[src/rtl/sprite_pkg.sv]
// sprite_pkg: shared constants, types and helpers for the player sprites.
// Imported by user_sprite_ctrl and user_sprite_hit.
package sprite_pkg;

  localparam int SPRITE_W = 64;
  localparam int SPRITE_H = 48;
  localparam logic [3:0] TRANSPARENT_IDX = 4'h0;

  typedef enum logic [1:0] {
    OWN_NONE = 2'b00,
    OWN_P1   = 2'b01,
    OWN_P2   = 2'b10
  } owner_e;

  typedef enum logic {
    FACE_RIGHT = 1'b0,
    FACE_LEFT  = 1'b1
  } face_e;

  // Stationary players keep the direction they last moved in.
  function automatic face_e next_face(
    face_e             cur,
    logic signed [9:0] vx
  );
    if (vx[9]) return FACE_LEFT;
    if (vx != '0) return FACE_RIGHT;
    return cur;
  endfunction

  function automatic logic [3:0] pick_idx(
    logic       hit,
    face_e      f,
    logic [3:0] l,
    logic [3:0] r
  );
    if (!hit) return TRANSPARENT_IDX;
    return (f == FACE_LEFT) ? l : r;
  endfunction

endpackage

[src/rtl/user_sprite_hit.sv]
// user_sprite_hit: per-player offset, range check and ROM address.
// Purely combinational; the caller registers the results.
module user_sprite_hit #(
  parameter int SPRITE_W = sprite_pkg::SPRITE_W,
  parameter int SPRITE_H = sprite_pkg::SPRITE_H,
  parameter int ADDR_W   = 19
) (
  input  logic [9:0]        draw_x,
  input  logic [9:0]        draw_y,
  input  logic [9:0]        x,
  input  logic [9:0]        y,
  input  logic              en,
  output logic              hit,
  output logic [ADDR_W-1:0] addr
);

  logic [10:0] dx;
  logic [10:0] dy;
  logic        in_x;
  logic        in_y;

  // 11-bit two's-complement offsets so left/top overhang is negative.
  assign dx = {1'b0, draw_x} - {1'b0, x};
  assign dy = {1'b0, draw_y} - {1'b0, y};

  assign in_x = ~dx[10] & (dx < 11'(SPRITE_W));
  assign in_y = ~dy[10] & (dy < 11'(SPRITE_H));
  assign hit  = en & in_x & in_y;

  assign addr = hit
    ? ADDR_W'(dy[9:0]) * ADDR_W'(SPRITE_W)
      + ADDR_W'(dx[9:0])
    : '0;

endmodule

[src/rtl/user_sprite_ctrl.sv]
// user_sprite_ctrl: 3-stage fetch/composite for the two player sprites.
// Define PRIORITY_ROTATE_EN to alternate the top player every frame.
module user_sprite_ctrl #(
  parameter int SPRITE_W = sprite_pkg::SPRITE_W,
  parameter int SPRITE_H = sprite_pkg::SPRITE_H,
  parameter int ADDR_W   = 19
) (
  input  logic              Clk,
  input  logic              Reset,
  input  logic              frame_start,
  input  logic [9:0]        p1_x,
  input  logic [9:0]        p1_y,
  input  logic signed [9:0] p1_vx,
  input  logic              p1_en,
  input  logic [9:0]        p2_x,
  input  logic [9:0]        p2_y,
  input  logic signed [9:0] p2_vx,
  input  logic              p2_en,
  input  logic              pix_valid,
  input  logic [9:0]        DrawX,
  input  logic [9:0]        DrawY,
  output logic [ADDR_W-1:0] rom_addr_p1,
  output logic [ADDR_W-1:0] rom_addr_p2,
  input  logic [3:0]        rom_u1l,
  input  logic [3:0]        rom_u1r,
  input  logic [3:0]        rom_u2l,
  input  logic [3:0]        rom_u2r,
  output logic              pixel_valid,
  output logic [3:0]        pixel_index,
  output logic [1:0]        pixel_owner
);

  import sprite_pkg::*;

  logic [9:0] sh_x1, sh_y1, sh_x2, sh_y2;
  logic       sh_en1, sh_en2;
  face_e      sh_f1, sh_f2;
  logic       top_p2;

  logic              hit1, hit2;
  logic [ADDR_W-1:0] addr1, addr2;

  logic  s1_valid, s1_hit1, s1_hit2, s1_top;
  face_e s1_f1, s1_f2;
  logic  s2_valid, s2_hit1, s2_hit2, s2_top;
  face_e s2_f1, s2_f2;

  logic [3:0] idx1, idx2, idx_t, idx_b;
  owner_e     own_t, own_b;

  // Frame-start shadows; pixels never see the live player inputs.
  always_ff @(posedge Clk) begin
    if (Reset) begin
      sh_x1  <= '0;
      sh_y1  <= '0;
      sh_x2  <= '0;
      sh_y2  <= '0;
      sh_en1 <= 1'b0;
      sh_en2 <= 1'b0;
      sh_f1  <= FACE_RIGHT;
      sh_f2  <= FACE_LEFT;
      top_p2 <= 1'b0;
    end else if (frame_start) begin
      sh_x1  <= p1_x;
      sh_y1  <= p1_y;
      sh_x2  <= p2_x;
      sh_y2  <= p2_y;
      sh_en1 <= p1_en;
      sh_en2 <= p2_en;
      sh_f1  <= next_face(sh_f1, p1_vx);
      sh_f2  <= next_face(sh_f2, p2_vx);
`ifdef PRIORITY_ROTATE_EN
      top_p2 <= ~top_p2;
`else
      top_p2 <= 1'b0;
`endif
    end
  end

  user_sprite_hit #(
    .SPRITE_W(SPRITE_W),
    .SPRITE_H(SPRITE_H),
    .ADDR_W  (ADDR_W)
  ) u_hit1 (
    .draw_x(DrawX),
    .draw_y(DrawY),
    .x     (sh_x1),
    .y     (sh_y1),
    .en    (sh_en1),
    .hit   (hit1),
    .addr  (addr1)
  );

  user_sprite_hit #(
    .SPRITE_W(SPRITE_W),
    .SPRITE_H(SPRITE_H),
    .ADDR_W  (ADDR_W)
  ) u_hit2 (
    .draw_x(DrawX),
    .draw_y(DrawY),
    .x     (sh_x2),
    .y     (sh_y2),
    .en    (sh_en2),
    .hit   (hit2),
    .addr  (addr2)
  );

  // Stage 1: register ROM addresses with the context that travels along.
  always_ff @(posedge Clk) begin
    if (Reset) begin
      s1_valid    <= 1'b0;
      s1_hit1     <= 1'b0;
      s1_hit2     <= 1'b0;
      s1_f1       <= FACE_RIGHT;
      s1_f2       <= FACE_RIGHT;
      s1_top      <= 1'b0;
      rom_addr_p1 <= '0;
      rom_addr_p2 <= '0;
    end else begin
      s1_valid    <= pix_valid;
      s1_hit1     <= hit1;
      s1_hit2     <= hit2;
      s1_f1       <= sh_f1;
      s1_f2       <= sh_f2;
      s1_top      <= top_p2;
      rom_addr_p1 <= addr1;
      rom_addr_p2 <= addr2;
    end
  end

  // Stage 2: delay context to line up with the registered ROM data.
  always_ff @(posedge Clk) begin
    if (Reset) begin
      s2_valid <= 1'b0;
      s2_hit1  <= 1'b0;
      s2_hit2  <= 1'b0;
      s2_f1    <= FACE_RIGHT;
      s2_f2    <= FACE_RIGHT;
      s2_top   <= 1'b0;
    end else begin
      s2_valid <= s1_valid;
      s2_hit1  <= s1_hit1;
      s2_hit2  <= s1_hit2;
      s2_f1    <= s1_f1;
      s2_f2    <= s1_f2;
      s2_top   <= s1_top;
    end
  end

  assign idx1 = pick_idx(s2_hit1, s2_f1, rom_u1l, rom_u1r);
  assign idx2 = pick_idx(s2_hit2, s2_f2, rom_u2l, rom_u2r);

  // Order the two candidates by the priority the pixel carried.
  always_comb begin
    idx_t = idx1;
    own_t = OWN_P1;
    idx_b = idx2;
    own_b = OWN_P2;
    if (s2_top) begin
      idx_t = idx2;
      own_t = OWN_P2;
      idx_b = idx1;
      own_b = OWN_P1;
    end
  end

  // Stage 3: first opaque candidate wins; idle cycles output nothing.
  always_ff @(posedge Clk) begin
    if (Reset) begin
      pixel_valid <= 1'b0;
      pixel_index <= TRANSPARENT_IDX;
      pixel_owner <= OWN_NONE;
    end else begin
      pixel_valid <= s2_valid;
      pixel_index <= TRANSPARENT_IDX;
      pixel_owner <= OWN_NONE;
      if (s2_valid && idx_t != TRANSPARENT_IDX) begin
        pixel_index <= idx_t;
        pixel_owner <= own_t;
      end else if (s2_valid && idx_b != TRANSPARENT_IDX) begin
        pixel_index <= idx_b;
        pixel_owner <= own_b;
      end
    end
  end

endmodule
[config.mk]
export PLATFORM = sky130hd
export DESIGN_NAME = user_sprite_ctrl
export DESIGN_NICKNAME = d
export VERILOG_FILES = /design/src/rtl/sprite_pkg.sv /design/src/rtl/user_sprite_hit.sv /design/src/rtl/user_sprite_ctrl.sv
export SDC_FILE = /design/constraint.sdc
export NUM_CORES = 1
export LEC_CHECK = 0
export CAP_MARGIN = 20
export CORE_MARGIN = 5
export CORE_UTILIZATION = 50
export CTS_CLUSTER_DIAMETER = 200
export DETAILED_ROUTE_END_ITERATION = 8
export GPL_TIMING_DRIVEN = 0
export PLACE_DENSITY_LB_ADDON = 0.12
export SYNTH_ARGS = -nofsm -noshare
export SYNTH_HDL_FRONTEND = slang
export SYNTH_SLANG_ARGS = --single-unit
[constraint.sdc]
create_clock -name Clk -period 3.5 [get_ports Clk]
set_input_delay 0.35 -clock Clk [delete_from_list [all_inputs] [get_ports Clk]]
set_output_delay 0.35 -clock Clk [all_outputs]
set_load 0.01 [all_outputs]
**Word level (Yosys, flattened, before mapping)**

Cells that the tools add are included.

- Output and inout bits: 45
- Input port bits: 102
- Register bits: 99
- Word-level logic and storage cells: 91

- $lt $le $gt $ge: 4
- Reduce and logical (&&, ||, !) cells: 13
- Bitwise logic cells: 14
- Mux-type cells: 30
- Add/subtract/negate cells: 6

Operators with widths:

| operator | count |
|---|---|
| subtractor 10 x 10 -> 11 bit | 4 |
| adder 16 x 10 -> 17 bit | 2 |
| two-way mux 4 bit | 6 |
| two-way mux 1 bit | 23 |
| < comparator 11 x 6 -> 1 bit, second input constant | 2 |
| < comparator 11 x 7 -> 1 bit, second input constant | 2 |
| nonzero test 10 bit | 2 |
| AND 1 bit | 8 |
| nonzero test 4 bit | 2 |
| NOT 1 bit | 6 |
| OR reduction 2 bit | 3 |
| AND reduction 2 bit | 2 |
| nonzero test 2 bit | 2 |
| logical AND 1 bit | 2 |
| two-way mux 2 bit | 1 |

**Depth between registers and ports, before layout**

Gate-level depths: netlist of the first run.

- Depth in word-level cells: 8
- Mapped depth: 18
- Mapped depth without buffers: 18

**Modules after synthesis**

From an unflattened synthesis of the first run, not the netlist that was laid out.

- Cells, all modules: 639
- Area total of the unflattened synthesis: 5,789.3 um^2

Modules (own cells, without submodules):

| module | instances | area each (um^2) | seq. area each (um^2) | cells each |
|---|---|---|---|---|
| user_sprite_ctrl | 1 | 3,234.4 | 1,981.9 | 285 |
| user_sprite_hit at u_hit1 | 1 | 1,316.3 | 0.0 | 189 |
| user_sprite_hit at u_hit2 | 1 | 1,238.7 | 0.0 | 165 |

**Least setup slack after synthesis of the first run**

OpenSTA, ideal clock, no wires.

- Path kind: in2reg
- From: input DrawX[0]
- To: register rom_addr_p1[10]
- Path buffers: 0
- Data required time: 3.412 ns
- Cell stages on the path: 18
- Data arrival time: 2.925 ns
- Path slack: 0.487 ns
- Cells stage by stage: inv_1 > ha_1 > inv_1 > fa_1 > a21oi_1 > o21ai_0 > a21oi_1 > xor2_1 > inv_1 > ha_1 > inv_1 > fa_1 > inv_1 > a21o_1 > a21oi_1 > xnor2_1 > nand2_1 > nor4_2

- Longest elaborated chain between the ends: 7

RTL lines:

| element | line | source |
|---|---|---|
| start, declared | user_sprite_ctrl.sv:20 | `input logic [9:0] DrawX,` |
| subtractor 10 x 10 -> 11 bit (*) | user_sprite_hit.sv:23 | `assign dx = {1'b0, draw_x} - {1'b0, x};` |
| < comparator 11 x 7 -> 1 bit / NOT 1 bit (equally long branches) | user_sprite_hit.sv:26 | `assign in_x = ~dx[10] & (dx < 11'(SPRITE_W));` |
| AND 1 bit | user_sprite_hit.sv:26 |  |
| AND 1 bit (2 in a row) | user_sprite_hit.sv:28 | `assign hit = en & in_x & in_y;` |
| NOT 1 bit (no line) | n/a |  |
| OR reduction 2 bit (no line) | n/a |  |
| end signal, assigned | user_sprite_ctrl.sv:126 | `rom_addr_p1 <= addr1;` |
| end, declared | user_sprite_ctrl.sv:22 | `output logic [ADDR_W-1:0] rom_addr_p1,` |

Mark *: on every way between the ends. The rest lies on a longest branch, timed or not.
A chain may end at the register's enable or synchronous reset.

**Final worst setup path of the first run**

- From: input DrawX[7]
- To: register rom_addr_p2[11]

- Longest elaborated chain between the ends: 7

RTL lines:

| element | line | source |
|---|---|---|
| subtractor 10 x 10 -> 11 bit (*) | user_sprite_hit.sv:23 |  |
| < comparator 11 x 7 -> 1 bit / NOT 1 bit (equally long branches) | user_sprite_hit.sv:26 |  |
| AND 1 bit | user_sprite_hit.sv:26 |  |
| AND 1 bit (2 in a row) | user_sprite_hit.sv:28 |  |
| NOT 1 bit (no line) | n/a |  |
| OR reduction 2 bit (no line) | n/a |  |
| end signal, assigned | user_sprite_ctrl.sv:127 | `rom_addr_p2 <= addr2;` |
| end, declared | user_sprite_ctrl.sv:23 | `output logic [ADDR_W-1:0] rom_addr_p2,` |

Marks and branches as above.

==> flow_summary_export.csv, run 1 <==
group,metric,value,unit
sta,skew,5.84,ps
flow_run,drv_cap,0,
routing,met3WireLength,989,um
cells_and_area,nets,964,
routing,drtAntennaViolNets,0,
min_path,min_path_type,"primary input to flip-flop",
synthesis,synth_cell_types,73,
die,die_y,118,um
sta,setup_viol_count_final,0,
die,dieArea,13800,sq um
sta,fin_ws,180,ps
power_and_ir_drop,power.leakage,3.16,nW
synthesis,synth_area,5790,sq um
sta,fmax,301,MHz
routing,routedWlPerCell,16.1,um
clocking,cts_tree,"yes",
die,initial_core_util,51.0,%
clocking,clk_latency,350,ps
routing,top_layer,"met4",
synthesis,synthAdderAreaFrac,12.4,%
power_and_ir_drop,totalPowerFinal,3.16,mW
routing,firstDrtPassIters,4,
worst_setup_path,cp.required,3730,ps
die,core,11400,sq um
sta,worst_slew_pin_slew,821,ps
synthesis,synth_xor_area_share,4.17,%
placement,gp_congestion,0.866,
synthesis,syn_avg_cell_area,9.04,sq um
routing,vias_per_cell,5.37,
global_route,grtUsageTotal,21.8,%
synthesis,synth_edf_count,0,
sta,max_slew_margin,45.3,%
cells_and_area,fin_cells,956,
cells_and_area,antenna_cells,0,
placement,io_buffers,140,
routing,vias,5137,
placement,dp_hpwl,12.6,mm
global_route,grt_max_degree,16,
cells_and_area,layout-drive-gt1-share,9.72,%
die,io_pins,147,
routing,totalWireLength,15.4,mm
synthesis,yosysSeqAreaShare,32.8,%
routing,met1_length,6.80,mm
global_route,grt_pass1_vias,5027,
sta,rsz0062_at_grt,"false",
global_route,overflow,0,
worst_setup_path,cp-start-kind,"primary input",
worst_setup_path,arrival,3550,ps
synthesis,synth-simple-area-share,19.4,%
synthesis,synthMuxAreaShare,9.07,%
global_route,antenna_found_initial,0,
placement,dp_cells,937,
synthesis,syn_inst,641,
worst_setup_path,critPathKind,"primary input to flip-flop",
power_and_ir_drop,peakVddDrop,0.297,mV
placement,pre_cts_ws,-441,ps
clocking,clockRootBuffer,"clkbuf_16",
routing,drc,0,
sta,drv_slew,0,
sta,hold_viol_final,0,
cells_and_area,fillers,966,
synthesis,async_flop_share,0,%
synthesis,synth_top_family_by_area,"simple AND/OR/NAND/NOR gates",
synthesis,yosys_warnings,0,
routing,drt_iter0_markers,144,
clocking,clock_path_buffers,2,
worst_setup_path,critPathMaxFanout,6,
synthesis,ys_ff_latch,95,
clocking,clkTransAtPathRegs,70,ps
sta,period_needed,3320,ps
power_and_ir_drop,power_density,405,nW/um^2
sta,tns,0,ps
outcome,status,"finished, final reports clean",
sta,whs,426,ps
cells_and_area,syn2layout_area_growth,34.8,%
clocking,cts.sinks,95,
clocking,cts_hold_buf,0,
die,die_w,118,um
sta,min_period_over_period,94.9,%
synthesis,synth_flop_cell,"dfxtp_1",
routing,wl_met2,7.10,mm
worst_setup_path,worstSetupEndpointType,"flip-flop",
clocking,numCtsBuffers,9,
die,rows,39,
clocking,h-tree-depth,3,
synthesis,synth_compound_area_share,14.9,%
global_route,grt_first_pass_wirelength,24.9,mm
-- cells in the mapped netlist, types with 3 or more instances --
cell type	number	area (sq um)
a2111oi_0	3	26.3
a211o_1	3	26.3
a211oi_1	5	37.5
a21o_1	9	67.6
a21oi_1	26	130
a21oi_2	3	26.3
a2bb2oi_1	4	35.0
a31oi_1	6	37.5
and2_1	4	25.0
and3_1	5	31.3
buf_1	3	11.3
buf_2	4	20.0
buf_4	5	37.5
buf_6	3	33.8
clkbuf_1	11	41.3
dfxtp_1	95	1900
fa_1	6	120
ha_1	48	601
inv_1	63	236
mux2_2	4	45.0
mux2i_1	48	480
nand2_1	27	101
nand2b_1	6	37.5
nand3_1	20	100
nand3b_1	5	37.5
nand4_1	3	18.8
nor2_1	61	229
nor2b_1	13	81.3
nor3_1	10	50.1
nor4_1	16	100
nor4_2	12	150
o2111ai_1	4	35.0
o211ai_1	4	30.0
o21a_1	8	60.1
o21ai_0	16	80.1
o21bai_1	3	22.5
or3_1	6	37.5
xnor2_1	16	140
xor2_1	9	78.8
-- timing repair --
item	in CTS	in global routing
pin swaps	1	5
buffers inserted	1	2
gates resized for setup	2	17
cloned	0	0
endpoints found under the setup margin	3	5
-- stage by stage --
step | area (sq um) | utilization [%]
after floorplan | 5840 | -
after global placement | 7420 | 65.3
after detailed placement | 7420 | 65.3
after CTS | 7740 | 68.1
after global routing | 7810 | 68.7
final | 7810 | 68.7
-- final timing paths --
path | from | slack, ps | cells past startpoint | to
min | Reset | 430 | 2 | s2_f2
min reg2reg | s1_f2 | 440 | 1 | s2_f2
max | DrawX[7] | 180 | 13 | rom_addr_p2[11]
max reg2reg | sh_x2[1] | 310 | 15 | rom_addr_p2[10]
-- final cells by class --
type                    count  area, sq um  area share, %
clock inverters             4         52.6          0.673
well taps                 143          179           2.29
plain buffers              29          180           2.31
multi-input cells         467         3580           45.9
flip-flops and latches     95         1900           24.3
clock buffers              12          256           3.28
inverters                  63          236           3.03
repair buffers            143         1420           18.2
-- cell families after synthesis --
| logic type | Yosys count |
|---|---|
| AOI/OAI and AO/OA | 119 |
| xor gates and xnor gates | 26 |
| adders and majority gates | 54 |
| buffers and inverters | 92 |
| DFF | 95 |
| muxes | 52 |
| other | 1 |
| and+or+nand+nor | 202 |
-- per-layer routing --
layer,vias up,track usage (%)
met1,2341,27.4
met5,-,0
met4,0,9.39
met2,166,36.0
met3,28,4.85
li1,2602,-
-- power breakdown --
| group | total [mW] | switching (mW) | internal, mW | leakage [nW] |
|---|---|---|---|---|
| registers | 1.14 | 0.0182 | 1.12 | 0.779 |
| clock network | 1.01 | 0.419 | 0.596 | 0.153 |
| logic | 1.01 | 0.531 | 0.478 | 2.23 |
| total | 3.16 | 0.968 | 2.19 | 3.16 |
-- state kept, by name (all words and copies together), names as in the netlist, 2 cells and up --
register,count
sh_y2,10
pixel_index,4
sh_y1,10
sh_x2,10
sh_x1,10
rom_addr_p2,17
pixel_owner,2
rom_addr_p1,17
-- worst max-delay path, stage by stage --
cell and delay [ps]:
clkdlybuf4s50_1 460, ha_1 400, a21oi_2 180, nand2_1 70, a221o_1 360, or3_1 370
and2_1 190, ha_1 340, a21oi_1 80, a211oi_1 270, xnor3_1 300, nand3_1 130
nor4_2 50
-- placed cells by master, fill, tap and decap left out, types with 5 or more instances in the layout --
cell type        Yosys  layout
o21ai_0             16      15
a21o_1               9       9
a31oi_1              6       6
and3_1               5       5
clkbuf_1            11      12
nand3_1             20      20
dfxtp_1             95      95
mux2i_1             48      48
xnor2_1             16      16
a211oi_1             5       5
nand3b_1             5       5
o21a_1               8       8
xor2_1               9       8
nor2_1              61      61
nor4_2              12      14
or3_1                6       6
conb_1               1      14
a21oi_2              3       5
nand2_1             27      25
a21oi_1             26      24
nor4_1              16      14
nor3_1              10      10
ha_1                48      45
inv_1               63      62
clkdlybuf4s50_1      0     139
buf_4                5       8
nor2b_1             13      11
nand2b_1             6       6
clkbuf_16            0       9
(Power assumes the default switching activity.)
==> run 2, diff against run 1 <==
==> constraint.sdc (replaced) <==
create_clock -name Clk -period 3.5 [get_ports Clk]
set_input_delay 0.35 -clock Clk [delete_from_list [all_inputs] [get_ports Clk]]
set_output_delay 0.35 -clock Clk [all_outputs]
set_load 0.005 [all_outputs]
==> results of run 2 <==
Same layout as run 1 (identical final DEF). Status: finished, final reports clean.
==> run 3, diff against run 2 <==
--- a/config.mk
+++ b/config.mk
@@ -10,6 +10,7 @@
 export CORE_UTILIZATION = 50
 export CTS_CLUSTER_DIAMETER = 200
 export DETAILED_ROUTE_END_ITERATION = 8
+export GPL_ROUTABILITY_DRIVEN = 1
 export GPL_TIMING_DRIVEN = 0
 export PLACE_DENSITY_LB_ADDON = 0.12
 export SYNTH_ARGS = -nofsm -noshare
==> results of run 3 <==
Same layout as run 1 (identical final DEF). Status: finished, final reports clean.
